--- src/rtl/fetch_stage.sv ---
// -----------------------------------------------------------------------------
// fetch_stage
//   Instruction-fetch stage and IF/ID pipeline register of the RV32I core.
//   Keeps the fetch PC and has at most one request in flight to instruction
//   memory. Each returned word is registered with its PC and PC+4 for decode.
//   A decode stall that arrives while a response is in flight is absorbed by a
//   one-entry skid buffer (state HOLD). A redirect from EX flushes IF/ID and
//   marks any in-flight response as stale so that it is discarded on arrival.
//
// Ports
//   clk, rst          clock; asynchronous active-high reset
//   imem_req_valid    request valid (REQ state only, forced low during reset)
//   imem_req_ready    memory accepts the request this cycle
//   imem_addr         word-aligned fetch address
//   imem_rsp_valid    one-cycle response pulse per accepted request
//   imem_rsp_data     returned instruction word
//   id_stall          decode cannot take a new instruction this cycle
//   redirect_valid    taken branch/jump pulse from EX
//   redirect_pc       new fetch target (low two bits ignored)
//   if_id_valid       IF/ID holds a real instruction
//   if_id_ir          instruction to decode (NOP_INSTR when invalid)
//   if_id_pc          PC of if_id_ir
//   if_id_pc4         if_id_pc + 4 (modulo 2^32)
// -----------------------------------------------------------------------------
module fetch_stage #(
    parameter logic [31:0] RESET_PC  = 32'h0000_0000,
    parameter logic [31:0] NOP_INSTR = 32'h0000_0033
) (
    input  logic        clk,
    input  logic        rst,
    output logic        imem_req_valid,
    input  logic        imem_req_ready,
    output logic [31:0] imem_addr,
    input  logic        imem_rsp_valid,
    input  logic [31:0] imem_rsp_data,
    input  logic        id_stall,
    input  logic        redirect_valid,
    input  logic [31:0] redirect_pc,
    output logic        if_id_valid,
    output logic [31:0] if_id_ir,
    output logic [31:0] if_id_pc,
    output logic [31:0] if_id_pc4
);

    typedef enum logic [1:0] {
        S_REQ  = 2'd0,
        S_WAIT = 2'd1,
        S_HOLD = 2'd2
    } state_t;

    state_t      state_q,     state_d;
    logic [31:0] pc_q,        pc_d;
    logic [31:0] req_pc_q,    req_pc_d;
    logic        drop_q,      drop_d;
    logic [31:0] skid_ir_q,   skid_ir_d;
    logic [31:0] skid_pc_q,   skid_pc_d;
    logic        ifid_v_q,    ifid_v_d;
    logic [31:0] ifid_ir_q,   ifid_ir_d;
    logic [31:0] ifid_pc_q,   ifid_pc_d;
    logic [31:0] ifid_pc4_q,  ifid_pc4_d;

    logic [31:0] req_pc_plus4;
    logic [31:0] skid_pc_plus4;
    logic        slot_free;

    assign req_pc_plus4  = req_pc_q + 32'd4;
    assign skid_pc_plus4 = skid_pc_q + 32'd4;
    // IF/ID can take a new word if it is empty or decode consumes it now.
    assign slot_free     = !ifid_v_q || !id_stall;

    always_ff @(posedge clk or posedge rst) begin
        if (rst) begin
            state_q    <= S_REQ;
            pc_q       <= RESET_PC;
            req_pc_q   <= RESET_PC;
            drop_q     <= 1'b0;
            skid_ir_q  <= NOP_INSTR;
            skid_pc_q  <= 32'd0;
            ifid_v_q   <= 1'b0;
            ifid_ir_q  <= NOP_INSTR;
            ifid_pc_q  <= 32'd0;
            ifid_pc4_q <= 32'd0;
        end else begin
            state_q    <= state_d;
            pc_q       <= pc_d;
            req_pc_q   <= req_pc_d;
            drop_q     <= drop_d;
            skid_ir_q  <= skid_ir_d;
            skid_pc_q  <= skid_pc_d;
            ifid_v_q   <= ifid_v_d;
            ifid_ir_q  <= ifid_ir_d;
            ifid_pc_q  <= ifid_pc_d;
            ifid_pc4_q <= ifid_pc4_d;
        end
    end

    always_comb begin
        state_d    = state_q;
        pc_d       = pc_q;
        req_pc_d   = req_pc_q;
        drop_d     = drop_q;
        skid_ir_d  = skid_ir_q;
        skid_pc_d  = skid_pc_q;
        ifid_v_d   = ifid_v_q;
        ifid_ir_d  = ifid_ir_q;
        ifid_pc_d  = ifid_pc_q;
        ifid_pc4_d = ifid_pc4_q;

        // Decode consumed the current entry and nothing new arrives: bubble.
        // PC fields are left alone so they keep their last value.
        if (!id_stall) begin
            ifid_v_d  = 1'b0;
            ifid_ir_d = NOP_INSTR;
        end

        if (redirect_valid) begin
            // Redirect wins over everything, including a decode stall.
            pc_d      = {redirect_pc[31:2], 2'b00};
            ifid_v_d  = 1'b0;
            ifid_ir_d = NOP_INSTR;
            skid_ir_d = NOP_INSTR;
            state_d   = S_REQ;
            drop_d    = 1'b0;
            unique case (state_q)
                S_REQ: begin
                    // The old request still goes out; its reply must be dropped.
                    if (imem_req_ready) begin
                        req_pc_d = pc_q;
                        state_d  = S_WAIT;
                        drop_d   = 1'b1;
                    end
                end
                S_WAIT: begin
                    // No reply yet: keep waiting so the one-outstanding rule
                    // holds, and throw the reply away when it comes.
                    if (!imem_rsp_valid) begin
                        state_d = S_WAIT;
                        drop_d  = 1'b1;
                    end
                end
                default: ;
            endcase
        end else begin
            unique case (state_q)
                S_REQ: begin
                    if (imem_req_ready) begin
                        req_pc_d = pc_q;
                        state_d  = S_WAIT;
                    end
                end
                S_WAIT: begin
                    if (imem_rsp_valid) begin
                        state_d = S_REQ;
                        if (drop_q) begin
                            drop_d = 1'b0;
                        end else if (slot_free) begin
                            ifid_v_d   = 1'b1;
                            ifid_ir_d  = imem_rsp_data;
                            ifid_pc_d  = req_pc_q;
                            ifid_pc4_d = req_pc_plus4;
                            pc_d       = req_pc_plus4;
                        end else begin
                            skid_ir_d = imem_rsp_data;
                            skid_pc_d = req_pc_q;
                            pc_d      = req_pc_plus4;
                            state_d   = S_HOLD;
                        end
                    end
                end
                S_HOLD: begin
                    if (!id_stall) begin
                        ifid_v_d   = 1'b1;
                        ifid_ir_d  = skid_ir_q;
                        ifid_pc_d  = skid_pc_q;
                        ifid_pc4_d = skid_pc_plus4;
                        state_d    = S_REQ;
                    end
                end
                default: state_d = S_REQ;
            endcase
        end
    end

    // Request is gated by rst so nothing is offered while reset is held.
    assign imem_req_valid = (state_q == S_REQ) && !rst;
    assign imem_addr      = pc_q;
    assign if_id_valid    = ifid_v_q;
    assign if_id_ir       = ifid_ir_q;
    assign if_id_pc       = ifid_pc_q;
    assign if_id_pc4      = ifid_pc4_q;

endmodule

--- config.mk ---
export PLATFORM = sky130hd
export DESIGN_NAME = fetch_stage
export DESIGN_NICKNAME = d
export VERILOG_FILES = /design/src/rtl/fetch_stage.sv
export SDC_FILE = /design/constraint.sdc
export NUM_CORES = 1
export LEC_CHECK = 0
export CORE_MARGIN = 2
export CORE_UTILIZATION = 30
export DETAILED_ROUTE_END_ITERATION = 7
export PLACE_DENSITY = 0.61
export REMOVE_ABC_BUFFERS = 1
export SYNTH_ARGS = -nofsm -noshare
export SYNTH_HDL_FRONTEND = slang
export SYNTH_SLANG_ARGS = --single-unit
--- constraint.sdc ---
create_clock -name clk -period 8.7 [get_ports clk]
set_input_delay 0.87 -clock clk [delete_from_list [all_inputs] [get_ports clk]]
set_output_delay 0.87 -clock clk [all_outputs]
set_load 0.03 [all_outputs]
# After elaboration in Yosys (flattened, before gate mapping)
# Cells that the tools add are included.
totals:
  ff_bits: 228
  inputBits: 70
  output_inout_bits: 130
classes:
  n_addsub: 2
  n_eq_ne: 11
  mux: 49
  bitwise_logic: 3
  n_reduce_logical: 16
op_table:
  columns: ["op", "n"]
  rows:
  - ["32-bit two-way mux", 23]
  - ["32-bit one-hot mux with 2 select lines", 3]
  - ["32-bit by 3-bit adder with 32-bit output (second input constant)", 2]
  - ["1-bit two-way mux", 13]
  - ["2-bit two-way mux", 6]
  - ["2-bit inequality test (second input constant)", 6]
  - ["3-bit inequality test (second input constant)", 3]
  - ["1-bit one-hot mux with 2 select lines", 3]
  - ["2-bit one-hot mux with 3 select lines", 1]
  - ["3-bit AND reduction", 2]
  - ["6-bit AND reduction", 1]
  - ["2-bit nonzero test", 3]
  - ["5-bit AND reduction", 1]
  - ["2-bit AND reduction", 2]
  - ["4-bit AND reduction", 1]
  - ["1-bit zero test", 3]
  - ["1-bit NOT", 3]
  - ["2-bit by 1-bit == test with 1-bit output (second input constant)", 1]
  - ["2-bit == test (second input constant)", 1]
  - ["2-bit zero test", 1]
  - ["1-bit logical AND", 1]
  - ["1-bit logical OR", 1]

# Longest topological paths before layout
# Gate-level depths: netlist of the first run.
logic_depth:
  word_depth: 7
  ltp_mapped: 10

# Worst setup path before layout of the first run
# No wires, ideal clock.
synth_timing:
  path_kind: "input port to flip-flop"
  from: "in id_stall"
  to: "reg ifid_pc4_q[30], in the netlist if_id_pc4[30]"
  setup_time_ns: 0.126
  arrival_time_ns: 2.226
  setup_slack_ns: 6.348
  stages: 7
  cell_sequence: "buf_2 nand2_1 and2_1 o211ai_1 buf_2 nor2_1 a221o_1"
synth_via:
  elab_chain_len: 4
synth_rtl:
  columns: ["item", "line_no", "source"]
  rows:
  - ["start, declared", "36", "input logic id_stall,"]
  - ["1-bit zero test", null, null]
  - ["1-bit logical OR", "69", "assign slot_free = !ifid_v_q || !id_stall;"]
  - ["2-bit inequality test (no source line)", null, null]
  - ["6-bit AND reduction (no source line) (*)", null, null]
  - ["end signal, assigned", "93", "ifid_pc4_q <= ifid_pc4_d;"]
  - ["end, declared", "60", "logic [31:0] ifid_pc4_q, ifid_pc4_d;"]
# Mark *: on every way between the ends. The rest lies on a longest branch, timed or not.
# A chain may end at the register's enable or synchronous reset.

# Worst setup path after layout of the first run
layout_timing:
  from: "reg state_q[0]"
  to: "reg ifid_pc4_q[27], in the netlist if_id_pc4[27]"
layout_via:
  elab_chain_len: 3
layout_rtl:
  columns: ["item", "line_no", "source"]
  rows:
  - ["start, declared", "51", "state_t state_q, state_d;"]
  - ["start signal, assigned", "84", "state_q <= state_d;"]
  - ["2-bit by 1-bit == test with 1-bit output or 2-bit == test (tied branches)", "144", "unique case (state_q)"]
  - ["2-bit inequality test (no source line) or 2-bit nonzero test (tied branches)", null, null]
  - ["6-bit AND reduction (no source line)", null, null]
# Several ways; a longest one is shown, not always the timed one.

==> results of run 1 <==
[state kept, by name (all words and copies together) (netlist names)]
signal / cells
skid_pc_q: 32
imem_addr: 32
req_pc_q: 32
if_id_ir: 32
if_id_pc: 32
if_id_pc4: 30
drop_q: 1
if_id_valid: 1
state_q: 2
skid_ir_q: 32
[logic make-up (layout without fill, tap and decap cells)]
| kind of cell | count (synthesis) | after routing | share of synthesized area |
|---|---|---|---|
| compound gates | 324 | 324 | 0.176 |
| xor+xnor | 37 | 37 | 0.0282 |
| fa+ha+maj | 6 | 6 | 0.00653 |
| buf+inv | 127 | 282 | 0.0449 |
| flops | 226 | 226 | 0.493 |
| mux | 85 | 85 | 0.0776 |
| other cells | 0 | 4 | 0 |
| simple gates | 422 | 422 | 0.174 |
[area by class of cell]
type / instances / area (um^2)
repair buffers: 214 / 2100
multi-input cells: 874 / 5360
well taps: 511 / 639
flip-flops and latches: 226 / 5670
clock inverters: 11 / 144
clock buffers: 39 / 811
diodes: 4 / 10.0
fillers: 3782 / 22900
inverters: 18 / 75.1
[power by group through the flow]
| stage | Combinational [W] | Sequential (W) | Clock, W |
|---|---|---|---|
| floorplan | 0.000495 | 0.00182 | 0 |
| global placement | 0.00136 | 0.00156 | 0 |
| finish | 0.00137 | 0.00156 | 0.00120 |
| detailed placement | 0.00137 | 0.00157 | 0 |
| CTS | 0.00138 | 0.00155 | 0.00122 |
| global route | 0.00147 | 0.00159 | 0.00127 |
[stage by stage]
stage | setup slack, ps | total power, W
floorplan | 1650 | 0.00231
global placement | 4770 | 0.00292
detailed placement | 4730 | 0.00294
CTS | 4720 | 0.00416
global route | 4400 | 0.00433
finish | 4710 | 0.00412
[per-layer routing]
layer	part of all wire	track usage	wire length, um
met1	0.45	0.256	17000
met2	0.47	0.300	17700
met3	0.050	0.0234	1900
met4	0.034	0.0672	1310
met5	0	0	0
[synthesized netlist by cell type, types with 14 or more instances]
cell	count
nor3_1	21
o311ai_0	28
xnor2_1	22
and3_1	38
dfrtp_1	218
xor2_1	15
and4_1	14
buf_2	25
o21ai_0	126
a22o_1	28
clkbuf_1	72
nor2_1	22
a21oi_1	75
nand2_1	222
inv_1	17
mux2_2	33
nand4_1	21
mux2i_1	52
nand3_1	49
[final timing paths]
kind | from | end | depth (start not counted)
min | if_id_pc[22] | if_id_pc[22] | 2
min reg2reg | if_id_pc[22] | if_id_pc[22] | 2
max reg2reg | state_q[0] | if_id_pc4[27] | 9
min in group asynchronous | rst | if_id_ir[26] | 2
max in group asynchronous | rst | if_id_pc4[30] | 3
max | state_q[0] | if_id_pc4[27] | 9
[layout by cell type (no fill, tap or decap), types with 8 or more instances in the layout]
cell type	instances
nand4_1	21
nor4_1	10
mux2_2	33
nor3_1	20
dfrtp_1	218
buf_4	18
clkdlybuf4s50_1	196
and3_1	38
a21oi_1	74
mux2i_1	52
nand2_1	221
o21ai_0	126
dfstp_2	8
and4_1	14
xnor2_1	22
nor2_1	22
xor2_1	15
nand3_1	49
clkbuf_16	27
inv_1	16
o311ai_0	28
a22o_1	28
clkbuf_8	9
[worst max-delay path: cells and delay by family (launching register included)]
kind                     cells  cell delay [ps]
AND/OR/NAND/NOR              2              420
flip-flops                   1              390
buffers and inverters        3             1590
adder cells (fa/ha/maj)      1              590
AO/OA/AOI/OAI                3              730
==> qor.txt, run 1 <==
status -> completed
Arr. time, crit path -> 4400 ps
Power Dens Cells -> 279 nW/um^2
Worst Path Required -> 9110 ps
number of I/O port buffers -> 197
total number of vias -> 10,067
nets -> 1,437
syn_area_per_cell -> 9.37 um^2
sequential group share of total power -> 0.378
Finish-stage setup viols -> 0
drt drc -> 0
Post-synth ARST share -> 1.00
Slowest-stage cell, CP -> buf_4
clock power share -> 0.291
register area share after synthesis -> 0.493
min Tclk post-route -> 3990 ps
crit path cell chain -> inv_1 > ha_4 > buf_4 > nand2_1 > a21boi_0 > o211ai_1 > buf_4 > nor2_1 > a221o_1
fin area -> 14,800 um^2
Placed Cells -> 1,843
Vert. Die Dim -> 200 um
Synth Instances -> 1,227
Internal Power -> 0.00259 W
Final Util -> 0.393
antenna violation net count after detailed routing -> 0
first-pass GRT wire length -> 58,100 um
DR iter-0 viols -> 832
non-filler cells, final -> 1,897
synthesis-to-layout area growth -> 28.7%
GR Overflow Total -> 0
crit-path most repeated cell -> buf_4
vias in the first global route -> 9,757
GRT Overall Usage -> 0.185
Bufs on Longest Clock Path -> 3
DP Wirelength -> 23,700 um
routability congestion estimate from global placement -> 0.841
sw frac -> 0.372
worst slew pin tran -> 1280 ps
Crit Path Class -> reg -> reg
post-synthesis register bit count -> 226
crit-path max FO -> 105
Setup TNS -> 0 ps
final wirelength -> 37,900 um
CP startpoint kind -> register
Synth Flop Type -> dfrtp_1
Ys Warns -> 0
Hold Path Class -> reg -> reg
period utilization -> 0.458
area leader, netlist -> dfrtp_1
final routed wire length divided by cell count -> 20.0 um
number of I/O pins -> 200
worst vdd ir -> 0.144 mV
initial antenna violation count -> 2
drt pass-1 iters -> 4
Post-Synthesis Cell Area -> 11,500 um^2
largest stage delay on the critical path -> 770 ps
post_cts resized -> 0
share of the synthesized area in the top cell type -> 0.474
DIE AREA -> 39,900 um^2
Static Leakage -> 6.05 nW
Clk Tree Root Cell -> clkbuf_16
number of synthesized flops with an enable pin -> 0
placed cell area -> 13,800 um^2
Synth cell types -> 53
CTS tree -> yes
core area -> 37,700 um^2
CTS H-tree depth -> 1
R2R Setup Slk -> 4710 ps
crit end category -> register
Max Cap Viol -> 0
Fin. Hold Viols -> 0
Clock Latency Late Sink -> 530 ps
Initial Utilization -> 0.305
Synth area leaders -> dfrtp_1 47%, nand2_1 7.2%, o21ai_0 5.5%
RSZ-0062 raised after global routing -> no
Rows -> 71
Hold Worst Slack -> 479 ps
Die W -> 200 um
Worst-path clk slew -> 60 ps
total CTS buffers -> 27
Slew HR -> 0.147
largest net degree at the start of global routing -> 106
count of pins over their slew limit -> 0
clk sinks -> 226
Fin Clk Skew -> 6.49 ps
layout cells sized above 1 -> 0.0868
setup bufs post-CTS -> 0
P_sw -> 0.00153 W
highest clock rate -> 0.251 GHz
Post-CTS Hold Fix Bufs -> 0
Via density -> 5.31
combinational share of power -> 0.331
Power figures use the tool's default switching activity.
==> inputs of run 2 (changes only) <==
Clock period 8.7 ns to 4.2 ns, I/O delays scaled along.
==> run 2 against run 1 <==
Net effect: sequential power grew 110%; fmax grew 28%; clock skew is 4.5 ps higher; core utilization increased by 0.080 points.
==> qor.txt, run 2 (synthesis results as in run 1) <==
status -> completed (unchanged)
most frequent cells in the layout -> 221 x nand2_1, 218 x dfrtp_1, 196 x clkdlybuf4s50_1 (unchanged)
CTS tree -> yes (unchanged)
Internal Power -> 0.00529 W (was 0.00259 W)
routability congestion estimate from global placement -> 0.830 (was 0.841)
Slowest-stage cell, CP -> or3_1 (was buf_4)
number of I/O port buffers -> 197 (unchanged)
reg2reg start -> state_q[1] (was state_q[0])
drt drc -> 0 (unchanged)
crit-path most repeated cell -> or3_1 (was buf_4)
Crit Path Class -> reg -> reg (unchanged)
sequential group share of total power -> 0.379 (was 0.378)
DP Wirelength -> 24,600 um (was 23,700 um)
min Tclk post-route -> 3120 ps (was 3990 ps)
GRT Overall Usage -> 0.187 (was 0.185)
number of I/O pins -> 200 (unchanged)
first-pass GRT wire length -> 58,600 um (was 58,100 um)
clock power share -> 0.285 (was 0.291)
antenna violation net count after detailed routing -> 0 (unchanged)
Power Dens Cells -> 572 nW/um^2 (was 279 nW/um^2)
GR Overflow Total -> 0 (unchanged)
Worst-path clk slew -> 60 ps (about the same)
final worst slack -> 1080 ps (was 4710 ps)
Hold Worst Slack -> 364 ps (was 479 ps)
Vert. Die Dim -> 200 um (unchanged)
Slew HR -> 0.162 (was 0.147)
Fillers -> 3,732 (was 3,782)
Rows -> 71 (unchanged)
vias in the first global route -> 9,997 (was 9,757)
worst vdd ir -> 0.494 mV (was 0.144 mV)
crit end category -> register (unchanged)
DIE AREA -> 39,900 um^2 (unchanged)
drt pass-1 iters -> 5 (was 4)
largest stage delay on the critical path -> 670 ps (was 770 ps)
setup bufs post-CTS -> 0 (unchanged)
highest clock rate -> 0.321 GHz (was 0.251 GHz)
Worst Setup SP -> state_q[1] (was state_q[0])
clk sinks -> 226 (unchanged)
sw frac -> 0.376 (was 0.372)
RSZ-0062 raised after global routing -> no (unchanged)
Setup TNS -> 0 ps (unchanged)
Clock Latency Late Sink -> 540 ps (was 530 ps)
nets -> 1,443 (was 1,437)
non-filler cells, final -> 1,904 (was 1,897)
CP startpoint kind -> register (unchanged)
combinational share of power -> 0.336 (was 0.331)
Hold Path Class -> in -> reg (was reg -> reg)
Finish-stage setup viols -> 0 (unchanged)
Max Cap Viol -> 0 (unchanged)
largest net degree at the start of global routing -> 101 (was 106)
Bufs on Longest Clock Path -> 3 (unchanged)
initial antenna violation count -> 2 (unchanged)
core area -> 37,700 um^2 (unchanged)
Die W -> 200 um (unchanged)
Placed Cells -> 1,849 (was 1,843)
crit path cell chain -> inv_1 > ha_1 > inv_2 > or3_1 > or3_1 > buf_4 > nand2_1 > o21ai_1 (was inv_1 > ha_4 > buf_4 > nand2_1 > a21boi_0 > o211ai_1 > buf_4 > nor2_1 > a221o_1)
layout cells sized above 1 -> 0.0879 (was 0.0868)
commonest non-fill, non-tap cell in the layout -> nand2_1 (unchanged)
count of pins over their slew limit -> 0 (unchanged)
Clk Tree Root Cell -> clkbuf_16 (unchanged)
dpl ws -> 1150 ps (was 4730 ps)
total number of vias -> 10,033 (was 10,067)
Initial Utilization -> 0.305 (unchanged)
crit-path max FO -> 37 (was 105)
Post-CTS Hold Fix Bufs -> 0 (unchanged)
Static Leakage -> 6.06 nW (was 6.05 nW)
Register Area -> 5670 um^2 (unchanged)
period utilization -> 0.743 (was 0.458)
multi-input logic area -> 5360 um^2 (unchanged)
Via density -> 5.27 (was 5.31)
hold_sp -> redirect_valid (was if_id_pc[22])
post_cts resized -> 0 (unchanged)
final routed wire length divided by cell count -> 20.0 um (about the same)
final wirelength -> 38,000 um (was 37,900 um)
total CTS buffers -> 27 (unchanged)
Arr. time, crit path -> 3540 ps (was 4400 ps)
Fin Clk Skew -> 11.0 ps (was 6.49 ps)
worst slew pin tran -> 1260 ps (was 1280 ps)
DR iter-0 viols -> 758 (was 832)
Fin. Hold Viols -> 0 (unchanged)
synthesis-to-layout area growth -> 29.0% (was 28.7%)
CTS H-tree depth -> 1 (unchanged)
P_sw -> 0.00319 W (was 0.00153 W)
Worst Path Required -> 4620 ps (was 9110 ps)
-- run 2: final cells by class --
class | instances | share of cell area
inverters | 18 | 0.00506
repair buffers | 220 | 0.146
multi-input cells | 874 | 0.361
clock buffers | 38 | 0.0510
clock inverters | 12 | 0.0105
well taps | 511 | 0.0431
flip-flops and latches | 226 | 0.382
diodes | 5 | 0.000844
-- run 2: power by group through the flow --
| stage | clock network (W) | logic, W | registers [W] |
|---|---|---|---|
| final | 0.00241 | 0.00285 | 0.00322 |
| after detailed placement | 0 | 0.00286 | 0.00325 |
| after CTS | 0.00246 | 0.00287 | 0.00322 |
| after global routing | 0.00255 | 0.00306 | 0.00330 |
| after global placement | 0 | 0.00282 | 0.00324 |
| after floorplan | 0 | 0.00102 | 0.00377 |
-- run 2: path summary, 6_finish.rpt --
path | endpoint | slack [ps] | cells after the start
worst max-delay path | skid_pc_q[18] | 1080 | 8
worst min-delay path | if_id_ir[12] | 360 | 2
worst max register to register | skid_pc_q[18] | 1080 | 8
worst min register to register | skid_pc_q[0] | 480 | 2
max in group asynchronous | if_id_ir[0] | 2870 | 3
min in group asynchronous | if_id_ir[26] | 450 | 2
-- run 2: stage by stage --
| stage | util | power [W] | cell area, um^2 |
|---|---|---|---|
| 2_1_floorplan | - | 0.00479 | 11000 |
| 3_3_place_gp | 0.369 | 0.00606 | 13900 |
| 3_5_place_dp | 0.369 | 0.00611 | 13900 |
| 4_1_cts | 0.393 | 0.00855 | 14800 |
| 5_1_grt | 0.394 | 0.00891 | 14800 |
| 6_report | 0.394 | 0.00848 | 14800 |
-- run 2: critical path: cells and delay by family, from the launching register on --
kind,cells,cell delay [ps]
AND/OR/NAND/NOR,3,1250
buffers and inverters,3,890
flip-flops,1,420
adder cells (fa/ha/maj),1,350
AO/OA/AOI/OAI,1,60
-- run 2: routing by layer --
metal,global-route usage,up-vias,wire (um)
met5,0,-,0
met4,0.0765,0,1370
met3,0.0270,88,2430
met2,0.299,352,17700
met1,0.255,4917,16500
li1,-,4676,-
==> inputs of run 3 (changes only) <==
Clock period 4.2 ns to 2.9 ns, I/O delays scaled along.
==> run 3 against run 2 <==
Net effect: critical path type is now reg -> out; critical endpoint is now imem_req_valid; combinational power grew 47%; via count increased by 0.67%; largest power group unchanged; non-clock buffer count rose by 19; cell count is 0.84% higher; sequential power up 45%; count of clock-buffer cells in the layout up 2.
==> qor.txt, run 3 (synthesis results as in run 1) <==
crit-path max FO -> 3 (was 37)
CP startpoint kind -> register (unchanged)
Die W -> 200 um (unchanged)
crit end category -> output port (was register)
Clock Latency Late Sink -> 540 ps (about the same)
DIE AREA -> 39,900 um^2 (unchanged)
nets -> 1,461 (was 1,443)
number of I/O pins -> 200 (unchanged)
sw frac -> 0.376 (about the same)
Worst-path clk slew -> 60 ps (about the same)
Crit Path Class -> reg -> out (was reg -> reg)
commonest non-fill, non-tap cell in the layout -> nand2_1 (unchanged)
final worst slack -> 333 ps (was 1080 ps)
GR Overflow Total -> 0 (unchanged)
drt pass-1 iters -> 5 (unchanged)
worst slew pin tran -> 658 ps (was 1260 ps)
Post-CTS Hold Fix Bufs -> 0 (unchanged)
period utilization -> 0.885
Slew HR -> 0.558 (was 0.162)
antenna violation net count after detailed routing -> 0 (unchanged)
synthesis-to-layout area growth -> 30.3% (was 29.0%)
Rows -> 71 (unchanged)
largest net degree at the start of global routing -> 70 (was 101)
fin area -> 15,000 um^2 (was 14,800 um^2)
Via density -> 5.26 (was 5.27)
first-pass GRT wire length -> 58,400 um (was 58,600 um)
status -> completed (unchanged)
final wirelength -> 37,800 um (was 38,000 um)
Initial Utilization -> 0.305 (unchanged)
post_cts resized -> 0 (unchanged)
P_sw -> 0.00459 W (was 0.00319 W)
Finish-stage setup viols -> 0 (unchanged)
vias in the first global route -> 10,052 (was 9,997)
DR iter-0 viols -> 860 (was 758)
worst vdd ir -> 0.433 mV (was 0.494 mV)
Power Dens Cells -> 813 nW/um^2 (was 572 nW/um^2)
Static Leakage -> 6.17 nW (was 6.06 nW)
Internal Power -> 0.00760 W (was 0.00529 W)
drt drc -> 0 (unchanged)
clk sinks -> 226 (unchanged)
number of I/O port buffers -> 197 (unchanged)
Fin. Hold Viols -> 0 (unchanged)
min Tclk post-route -> 2570 ps
Vert. Die Dim -> 200 um (unchanged)
total number of vias -> 10,100 (was 10,033)
total CTS buffers -> 26 (was 27)
DP Wirelength -> 25,400 um (was 24,600 um)
CTS tree -> yes (unchanged)
setup bufs post-CTS -> 0 (unchanged)
count of pins over their slew limit -> 0 (unchanged)
final routed wire length divided by cell count -> 19.7 um (was 20.0 um)
Bufs on Longest Clock Path -> 3 (unchanged)
R2R Setup Slk -> 340 ps (was 1080 ps)
Arr. time, crit path -> 2280 ps (was 3540 ps)
combinational share of power -> 0.343 (was 0.336)
initial antenna violation count -> 2 (unchanged)
RSZ-0062 raised after global routing -> no (unchanged)
sequential group share of total power -> 0.383 (was 0.379)
GRT Overall Usage -> 0.186 (was 0.187)
Worst Path Required -> 2610 ps (was 4620 ps)
Hold Path Class -> in -> reg (unchanged)
dpl ws -> 329 ps (was 1150 ps)
highest clock rate -> 0.390 GHz
Fin Clk Skew -> 12.9 ps (was 11.0 ps)
Max Cap Viol -> 0 (unchanged)
placed cell area -> 14,100 um^2 (was 13,900 um^2)
clock power share -> 0.273 (was 0.285)
core area -> 37,700 um^2 (unchanged)
CTS H-tree depth -> 1 (unchanged)
routability congestion estimate from global placement -> 0.827 (was 0.830)
layout cells sized above 1 -> 0.100 (was 0.0879)
Clk Tree Root Cell -> clkbuf_16 (unchanged)
most frequent cells in the layout -> 221 x nand2_1, 218 x dfrtp_1, 196 x clkdlybuf4s50_1 (unchanged)
[run 3: area by class of cell]
cell class	instances	area (um^2)
multi-input cells	874	5350
fillers	3739	22700
inverters	18	75.1
clock inverters	8	70.1
diodes	4	10.0
well taps	511	639
flip-flops and latches	226	5670
repair buffers	239	2370
clock buffers	40	805
[run 3: worst paths after layout]
| check | start | end | cells past startpoint |
|---|---|---|---|
| hold / removal | redirect_valid | state_q[1] | 2 |
| hold reg to reg | if_id_pc[29] | if_id_pc[29] | 2 |
| min in group asynchronous | rst | skid_ir_q[24] | 2 |
| max in group asynchronous | rst | skid_ir_q[25] | 3 |
| setup reg to reg | state_q[1] | skid_pc_q[18] | 8 |
| setup / recovery | state_q[0] | imem_req_valid | 5 |
[run 3: per-stage QoR]
stage                util  power, W  std cells  TNS (ps)  hold WS [ps]
floorplan               -   0.00694       1118  -1132750           353
global placement    0.374   0.00885       1868         0           465
detailed placement  0.374   0.00892       1868         0           467
CTS                 0.398    0.0123       1916         0           181
global route        0.398    0.0128       1918         0           198
finish              0.398    0.0122       1920         0           187
[run 3: power by group through the flow]
stage / logic [W] / registers [W] / clock network (W)
3_5_place_dp: 0.00420 / 0.00472 / 0
3_3_place_gp: 0.00415 / 0.00470 / 0
5_1_grt: 0.00450 / 0.00479 / 0.00353
6_report: 0.00419 / 0.00467 / 0.00333
4_1_cts: 0.00422 / 0.00467 / 0.00340
2_1_floorplan: 0.00148 / 0.00546 / 0
[run 3: worst max-delay path: stages (launching register included)]
cell             delay [ps]
dfrtp_1                 400
inv_1                   160
ha_1                    220
inv_1                    90
nor2_1                  180
clkdlybuf4s50_1         710
[run 3: per-layer routing]
| metal | track usage | wire length, um |
|---|---|---|
| met1 | 0.256 | 16700 |
| met2 | 0.295 | 17700 |
| met3 | 0.0276 | 2130 |
| met4 | 0.0752 | 1220 |
| met5 | 0 | 0 |
